`src/rtl/stonyman_pkg.sv`:
```
// Shared state encoding, chip pointer values and strobe sequencing tables for the Stonyman frame sequencer.
// Pure definitions: no timing and no backpressure of its own.
package stonyman_pkg;

    typedef enum logic [3:0] {
        IDLE, ROW_PTR, COL_PTR, SETTLE, CAPTURE, WAIT_DONE, COL_INC, ROW_INC, DONE
    } state_t;

    // resp parks the chip pointer on COLSEL; one incp moves it to ROWSEL.
    typedef enum logic {COLSEL = 1'b0, ROWSEL = 1'b1} chip_ptr_t;

    // One-hot strobe select, bit order {incv, resv, incp, resp}
    typedef logic [3:0] strobe_t;
    localparam strobe_t STB_RESP = 4'b0001;
    localparam strobe_t STB_INCP = 4'b0010;
    localparam strobe_t STB_RESV = 4'b0100;
    localparam strobe_t STB_INCV = 4'b1000;

    function automatic strobe_t strobe_for(state_t st, logic [1:0] step);
        strobe_t s;
        s = STB_INCV;
        case (st)
            ROW_PTR: s = (step == 2'd0) ? STB_RESP : (step == 2'd1) ? STB_INCP : STB_RESV;
            COL_PTR: s = (step == 2'd0) ? STB_RESP : STB_RESV;
            ROW_INC: s = (step == 2'd0) ? STB_RESP : (step == 2'd1) ? STB_INCP : STB_INCV;
            default: s = STB_INCV;
        endcase
        return s;
    endfunction

    function automatic logic [1:0] last_step(state_t st);
        logic [1:0] n;
        n = 2'd0;
        case (st)
            ROW_PTR: n = 2'd2;
            COL_PTR: n = 2'd1;
            ROW_INC: n = 2'd2;
            default: n = 2'd0;
        endcase
        return n;
    endfunction

endpackage

```
`src/rtl/stonyman_frame_sequencer_if.sv`:
```
// Frame control, ADC handshake, FIFO back-pressure, chip strobes and pixel coordinates.
// master = sequencer side, slave = chip/ADC/FIFO environment.
interface stonyman_frame_sequencer_if;
    logic       frame_start;
    logic       adc_capture_done;
    logic       fifo_full;
    logic       adc_capture_start;
    logic       resp;
    logic       incp;
    logic       resv;
    logic       incv;
    logic       frame_busy;
    logic       frame_done;
    logic [6:0] pixel_row;
    logic [6:0] pixel_col;

    modport master (
        input  frame_start, adc_capture_done, fifo_full,
        output adc_capture_start, resp, incp, resv, incv,
               frame_busy, frame_done, pixel_row, pixel_col
    );

    modport slave (
        output frame_start, adc_capture_done, fifo_full,
        input  adc_capture_start, resp, incp, resv, incv,
               frame_busy, frame_done, pixel_row, pixel_col
    );
endinterface

```
`src/rtl/stonyman_pulse_gen.sv`:
```
// Drives one strobe high PULSE_CYCLES then low PULSE_CYCLES; strobe rises the cycle after req.
// rdy pulses one cycle at the end of the low phase; req is ignored while a pulse is in flight.
module stonyman_pulse_gen
    import stonyman_pkg::*;
#(
    parameter int PULSE_CYCLES = 4
) (
    input  logic    clk,
    input  logic    reset,
    input  logic    req,
    input  strobe_t sel,
    output logic    resp,
    output logic    incp,
    output logic    resv,
    output logic    incv,
    output logic    rdy
);
    localparam logic [7:0] PULSE_LAST = 8'(PULSE_CYCLES - 1);

    logic       busy;
    logic       high;
    logic [7:0] cnt;
    strobe_t    stb;

    always_ff @(posedge clk) begin
        if (reset) begin
            busy <= 1'b0;
            high <= 1'b0;
            cnt  <= 8'd0;
            stb  <= '0;
            rdy  <= 1'b0;
        end else begin
            rdy <= 1'b0;
            if (!busy) begin
                if (req) begin
                    busy <= 1'b1;
                    high <= 1'b1;
                    cnt  <= PULSE_LAST;
                    stb  <= sel;
                end
            end else if (cnt != 8'd0) begin
                cnt <= cnt - 8'd1;
            end else if (high) begin
                high <= 1'b0;
                stb  <= '0;
                cnt  <= PULSE_LAST;
            end else begin
                busy <= 1'b0;
                rdy  <= 1'b1;
            end
        end
    end

    assign {incv, resv, incp, resp} = stb;

endmodule

```
`src/rtl/stonyman_frame_sequencer.sv`:
```
// Walks the Stonyman pixel array one pixel at a time: strobes the pointers, settles, triggers the ADC.
// Captures stall in SETTLE while fifo_full is high; frame_start is ignored while a frame is busy.
module stonyman_frame_sequencer
    import stonyman_pkg::*;
#(
    parameter int ROWS          = 112,
    parameter int COLS          = 112,
    parameter int PULSE_CYCLES  = 4,
    parameter int SETTLE_CYCLES = 16
) (
    input  logic                            clk,
    input  logic                            reset,
    stonyman_frame_sequencer_if.master      bus
);
    localparam logic [6:0] LAST_ROW    = 7'(ROWS - 1);
    localparam logic [6:0] LAST_COL    = 7'(COLS - 1);
    localparam logic [7:0] SETTLE_LAST = 8'(SETTLE_CYCLES - 1);

    state_t     state;
    logic [1:0] step;
    logic [7:0] timer;
    logic       pg_req;
    strobe_t    pg_sel;
    logic       pg_rdy;
    logic       capture_start;
    logic       frame_busy;
    logic       frame_done;
    logic [6:0] pixel_row;
    logic [6:0] pixel_col;
    logic       stb_resp, stb_incp, stb_resv, stb_incv;

    stonyman_pulse_gen #(.PULSE_CYCLES(PULSE_CYCLES)) u_pulse_gen (
        .clk   (clk),
        .reset (reset),
        .req   (pg_req),
        .sel   (pg_sel),
        .resp  (stb_resp),
        .incp  (stb_incp),
        .resv  (stb_resv),
        .incv  (stb_incv),
        .rdy   (pg_rdy)
    );

    always_ff @(posedge clk) begin
        if (reset) begin
            state         <= IDLE;
            step          <= 2'd0;
            timer         <= 8'd0;
            pg_req        <= 1'b0;
            pg_sel        <= '0;
            capture_start <= 1'b0;
            frame_busy    <= 1'b0;
            frame_done    <= 1'b0;
            pixel_row     <= 7'd0;
            pixel_col     <= 7'd0;
        end else begin
            pg_req <= 1'b0;
            case (state)
                IDLE: if (bus.frame_start) begin
                    frame_busy <= 1'b1;
                    state      <= ROW_PTR;
                    step       <= 2'd0;
                    pg_req     <= 1'b1;
                    pg_sel     <= strobe_for(ROW_PTR, 2'd0);
                end
                // Each strobe state steps through its sequence, advancing on the pulse generator's rdy
                ROW_PTR, COL_PTR, COL_INC, ROW_INC: if (pg_rdy) begin
                    if (step != last_step(state)) begin
                        step   <= step + 2'd1;
                        pg_req <= 1'b1;
                        pg_sel <= strobe_for(state, step + 2'd1);
                    end else begin
                        step <= 2'd0;
                        case (state)
                            ROW_PTR: begin
                                pixel_row <= 7'd0;
                                state     <= COL_PTR;
                                pg_req    <= 1'b1;
                                pg_sel    <= strobe_for(COL_PTR, 2'd0);
                            end
                            COL_PTR: begin
                                pixel_col <= 7'd0;
                                state     <= SETTLE;
                                timer     <= 8'd0;
                            end
                            COL_INC: begin
                                pixel_col <= pixel_col + 7'd1;
                                state     <= SETTLE;
                                timer     <= 8'd0;
                            end
                            default: begin
                                pixel_row <= pixel_row + 7'd1;
                                state     <= COL_PTR;
                                pg_req    <= 1'b1;
                                pg_sel    <= strobe_for(COL_PTR, 2'd0);
                            end
                        endcase
                    end
                end
                SETTLE: begin
                    if (timer != SETTLE_LAST) begin
                        timer <= timer + 8'd1;
                    end else if (!bus.fifo_full) begin
                        state         <= CAPTURE;
                        capture_start <= 1'b1;
                    end
                end
                CAPTURE: begin
                    capture_start <= 1'b0;
                    state         <= WAIT_DONE;
                end
                WAIT_DONE: if (bus.adc_capture_done) begin
                    if (pixel_col < LAST_COL) begin
                        state  <= COL_INC;
                        pg_req <= 1'b1;
                        pg_sel <= STB_INCV;
                    end else if (pixel_row < LAST_ROW) begin
                        state  <= ROW_INC;
                        pg_req <= 1'b1;
                        pg_sel <= strobe_for(ROW_INC, 2'd0);
                    end else begin
                        state      <= DONE;
                        frame_done <= 1'b1;
                        frame_busy <= 1'b0;
                    end
                end
                DONE: begin
                    frame_done <= 1'b0;
                    state      <= IDLE;
                end
                default: state <= IDLE;
            endcase
        end
    end

    assign bus.adc_capture_start = capture_start;
    assign bus.resp              = stb_resp;
    assign bus.incp              = stb_incp;
    assign bus.resv              = stb_resv;
    assign bus.incv              = stb_incv;
    assign bus.frame_busy        = frame_busy;
    assign bus.frame_done        = frame_done;
    assign bus.pixel_row         = pixel_row;
    assign bus.pixel_col         = pixel_col;

endmodule

```
`src/flat_wrapper.sv`:
```
// flat-port wrapper written by rule: the top's interface ports become plain ports
module stonyman_frame_sequencer_flat import stonyman_pkg::*;
#(
    parameter int ROWS          = 112,
    parameter int COLS          = 112,
    parameter int PULSE_CYCLES  = 4,
    parameter int SETTLE_CYCLES = 16
)
  (clk, reset, bus_frame_start, bus_adc_capture_done, bus_fifo_full, bus_adc_capture_start, bus_resp, bus_incp, bus_resv, bus_incv, bus_frame_busy, bus_frame_done, bus_pixel_row, bus_pixel_col);
  stonyman_frame_sequencer_if bus_i ();
  input  logic clk;
  input  logic reset;
  input wire logic [$bits(bus_i.frame_start)-1:0] bus_frame_start;
  input wire logic [$bits(bus_i.adc_capture_done)-1:0] bus_adc_capture_done;
  input wire logic [$bits(bus_i.fifo_full)-1:0] bus_fifo_full;
  output wire logic [$bits(bus_i.adc_capture_start)-1:0] bus_adc_capture_start;
  output wire logic [$bits(bus_i.resp)-1:0] bus_resp;
  output wire logic [$bits(bus_i.incp)-1:0] bus_incp;
  output wire logic [$bits(bus_i.resv)-1:0] bus_resv;
  output wire logic [$bits(bus_i.incv)-1:0] bus_incv;
  output wire logic [$bits(bus_i.frame_busy)-1:0] bus_frame_busy;
  output wire logic [$bits(bus_i.frame_done)-1:0] bus_frame_done;
  output wire logic [$bits(bus_i.pixel_row)-1:0] bus_pixel_row;
  output wire logic [$bits(bus_i.pixel_col)-1:0] bus_pixel_col;
  assign bus_i.frame_start = bus_frame_start;
  assign bus_i.adc_capture_done = bus_adc_capture_done;
  assign bus_i.fifo_full = bus_fifo_full;
  assign bus_adc_capture_start = bus_i.adc_capture_start;
  assign bus_resp = bus_i.resp;
  assign bus_incp = bus_i.incp;
  assign bus_resv = bus_i.resv;
  assign bus_incv = bus_i.incv;
  assign bus_frame_busy = bus_i.frame_busy;
  assign bus_frame_done = bus_i.frame_done;
  assign bus_pixel_row = bus_i.pixel_row;
  assign bus_pixel_col = bus_i.pixel_col;
  stonyman_frame_sequencer #(.ROWS(ROWS), .COLS(COLS), .PULSE_CYCLES(PULSE_CYCLES), .SETTLE_CYCLES(SETTLE_CYCLES)) u_core (.clk(clk), .reset(reset), .bus(bus_i));
endmodule
```
`config.mk`:
```
export PLATFORM = sky130hd
export DESIGN_NAME = stonyman_frame_sequencer_flat
export DESIGN_NICKNAME = d
export VERILOG_FILES = /design/src/rtl/stonyman_pkg.sv /design/src/rtl/stonyman_frame_sequencer_if.sv /design/src/rtl/stonyman_pulse_gen.sv /design/src/rtl/stonyman_frame_sequencer.sv /design/src/flat_wrapper.sv
export SDC_FILE = /design/constraint.sdc
export NUM_CORES = 1
export LEC_CHECK = 0
export CAP_MARGIN = 20
export CORE_MARGIN = 2
export CORE_UTILIZATION = 30
export DETAILED_ROUTE_END_ITERATION = 6
export PLACE_DENSITY = 0.48
export SLEW_MARGIN = 20
export SYNTH_ARGS = -nofsm -noshare
export SYNTH_HDL_FRONTEND = slang
export SYNTH_SLANG_ARGS = --single-unit
```
`constraint.sdc`:
```
create_clock -name clk -period 4.3 [get_ports clk]
set_input_delay 0.86 -clock clk [delete_from_list [all_inputs] [get_ports clk]]
set_output_delay 0.86 -clock clk [all_outputs]
set_load 0.05 [all_outputs]
```
==> metrics <==
area grow syn2layout 12.9%; I/O pin count 26; Critical R2R Launch u_core.state[0]; Syn Std Cell Area 2920 um2; post-synth net total 339; CP Launch Type input pin; Worst-path clk slew 0.09 ns; initial antenna violation count 0; cell chain of the critical path clkdlybuf4s50_1 -> or3_1 -> a211oi_4 -> nor4b_2 -> nand3_2 -> or4_1 -> a21oi_1; total CTS buffers 5; VDD IR max 162 uV; core area 9330 um2; Yosys top cell area share 0.350; Fmax 0.394 GHz; GRT Total Usage 0.136; final wirelength 6.68 mm; FF+latch count, synth 51; post-synth top area cell dfxtp_1; synth top area cells dfxtp_1 (35%), nor2_1 (4.8%), xnor2_1 (3.9%); Leak 1.08 nW; First DRT Iteration DRCs 139; first-pass GRT wire length 11.5 mm; CTS Hold Bufs 0; layout cells sized above 1 0.105; crit path DAT 2.77 ns; average wire per standard cell 14.1 um; IO buf count 25; ratio of total power to cell area 476 nW/um2; synth warn 0; post-synth cell types 66; residual DRC count 0; worst-path fanout max 7; worst path required time 4.54 ns; relative slew slack 0.495; count leader, synth dfxtp_1; slowest stage delay, CP 0.48 ns; crit end category flip-flop; Worst-Margin Slew 0.757 ns; Critical Path Slowest Stage Cell clkdlybuf4s50_1; total power 0.00157 W; clock latency on the worst-skew pair 0.30 ns; Setup-failing EPs final 0; clock skew 0.0101 ns; Hold EP u_core.u_pulse_gen.rdy; CTS Buffer Depth 2; Filler cells 963; fin crit share 0.590; aggregate global routing overflow 0; DIE AREA 10500 um2; row count 35; dpl hpwl 4.75 mm; Hold Crit Depth 1; routability cong. 0.884; sequential element share of the synthesized area 0.350; Final Hold Fails 0; HP Class flip-flop to flip-flop; vias in the first global route 2293; pin count of the biggest net entering global routing 23; Post-CTS Setup Repair Bufs 0; status finished, final reports clean; Die W 103 um; clock sinks 51; H-tree Lvls 2; Post-synth top cells dfxtp_1 (51), nor2_1 (37), nand2_1 (18); antenna diode count 0; crit path time final 2.54 ns; drt first pass iters 4; max cap viols 0; setup slack, reg-to-reg 1.77 ns; Avg Cell Area, Syn 8.92 um2; Post-synth EDFFs 0; RSZ-0062 raised after global routing no; final count of pins violating max slew 0; Reg2Reg Capture Point u_core.pg_sel[3]; min-delay src u_core.u_pulse_gen.high; Top FF cell, synth dfxtp_1; r2r worst-path depth 6; routed vias 2393; # resized after CTS 0; setup_tns 0 ns; Avg Vias per Cell 5.06; Critical Setup Path Class input pin to flip-flop; CTS tree built; share of flip-flops with an asynchronous set or reset 0; Post-Syn Instances 327; final net count 356; Post-DRT Antenna Nets 0; Initial Util 0.313; Die Y 103 um; root buf cell clkbuf_8
## cells by family (layout without fill, tap and decap cells)
| logic type | after synthesis | count (layout) | synth area share |
|---|---|---|---|
| muxes | 7 | 7 | 0.0244 |
| buffers and inverters | 29 | 46 | 0.0613 |
| adders and majority gates | 7 | 7 | 0.0300 |
| DFF | 51 | 51 | 0.350 |
| and+or+nand+nor | 148 | 148 | 0.307 |
| AOI/OAI and AO/OA | 67 | 67 | 0.170 |
| xor gates and xnor gates | 18 | 18 | 0.0566 |
## power breakdown
group | switching (W) | internal [W] | leakage, nW
clock network | 0.000160 | 0.000112 | 0.0440
registers | 0.0000978 | 0.000534 | 0.413
logic | 0.000409 | 0.000256 | 0.621
## worst max-delay path, delay by kind of cell
kind                   cells  cell delay [ns]
buffers and inverters      1             0.48
and+or+nand+nor            4             1.20
AOI/OAI and AO/OA          2             0.23
## layout by cell type (no fill, tap or decap), types with 2 or more instances in the layout
| cell | instances |
|---|---|
| xnor2_1 | 13 |
| or2_2 | 4 |
| nand4b_1 | 2 |
| a31oi_1 | 5 |
| a211oi_1 | 7 |
| a22oi_1 | 6 |
| nor4_2 | 4 |
| ha_1 | 7 |
| buf_4 | 2 |
| nand3_2 | 2 |
| nor4_1 | 5 |
| a311oi_1 | 5 |
| nor3b_1 | 4 |
| mux2i_1 | 6 |
| a32oi_1 | 2 |
| nand2b_1 | 6 |
| nand3b_1 | 4 |
| dfxtp_1 | 51 |
| and3_1 | 4 |
| nor2_1 | 37 |
| xor2_1 | 4 |
| o32ai_1 | 2 |
| o21ai_0 | 8 |
| clkbuf_8 | 5 |
| a21oi_1 | 17 |
| nor3_1 | 12 |
| nand3_1 | 10 |
| a221oi_1 | 2 |
| nor2b_1 | 8 |
| and2_1 | 2 |
| clkdlybuf4s50_1 | 25 |
| inv_1 | 12 |
| or3_1 | 4 |
| nand2_1 | 18 |
| nor4b_2 | 3 |
| nand4_1 | 6 |
## registers in the layout (all words and copies together), names as in the netlist, 2 cells and up
signal,flops
u_core.timer,8
u_core.u_pulse_gen.cnt,8
u_core.bus.pixel_col,7
u_core.bus.pixel_row,7
u_core.pg_sel,4
u_core.state,4
u_core.u_pulse_gen.stb,4
u_core.step,2
## through the flow
step / cells / hold slack (ns) / instance area [um2] / worst slack, ns / utilization
CTS: 473 / 0.490 / 3290 / 1.77 / 0.353
detailed placement: 466 / 0.475 / 3210 / 1.44 / 0.344
global route: 473 / 0.509 / 3290 / 1.54 / 0.353
finish: 473 / 0.482 / 3290 / 1.76 / 0.353
floorplan: 327 / 0.437 / 2920 / 2.12 / -
global placement: 466 / 0.474 / 3210 / 1.48 / 0.344
## routing by layer
layer	vias up	GRT usage	wire, um	share of wire
met2	30	0.219	3130	0.47
met4	0	0.0318	51	0.0076
li1	1234	-	-	-
met3	4	0.0264	165	0.025
met5	-	0	0	0
met1	1125	0.190	3330	0.50
## how the worst max path moves through the flow
stage	from	to	slack [ns]	cells past startpoint
finish	bus_frame_start	u_core.pg_sel[3]	1.76	7
global route	u_core.state[1]	u_core.state[1]	1.54	6
CTS	bus_frame_start	u_core.pg_sel[3]	1.77	7
detailed placement	bus_frame_start	u_core.pg_sel[3]	1.44	7
global placement	bus_frame_start	u_core.pg_sel[3]	1.48	7
floorplan	bus_frame_start	u_core.pg_sel[0]	2.12	6
## area by class of cell
| cell class | count | area, um2 | area share |
|---|---|---|---|
| clock buffer | 5 | 68.8 | 0.0209 |
| clock inverter | 2 | 13.8 | 0.00418 |
| inverter | 12 | 45.0 | 0.0137 |
| multi-input combinational | 247 | 1720 | 0.522 |
| sequential | 51 | 1020 | 0.310 |
| tap | 129 | 161 | 0.0490 |
| timing repair buffer | 27 | 265 | 0.0805 |
(Power assumes the default switching activity.)
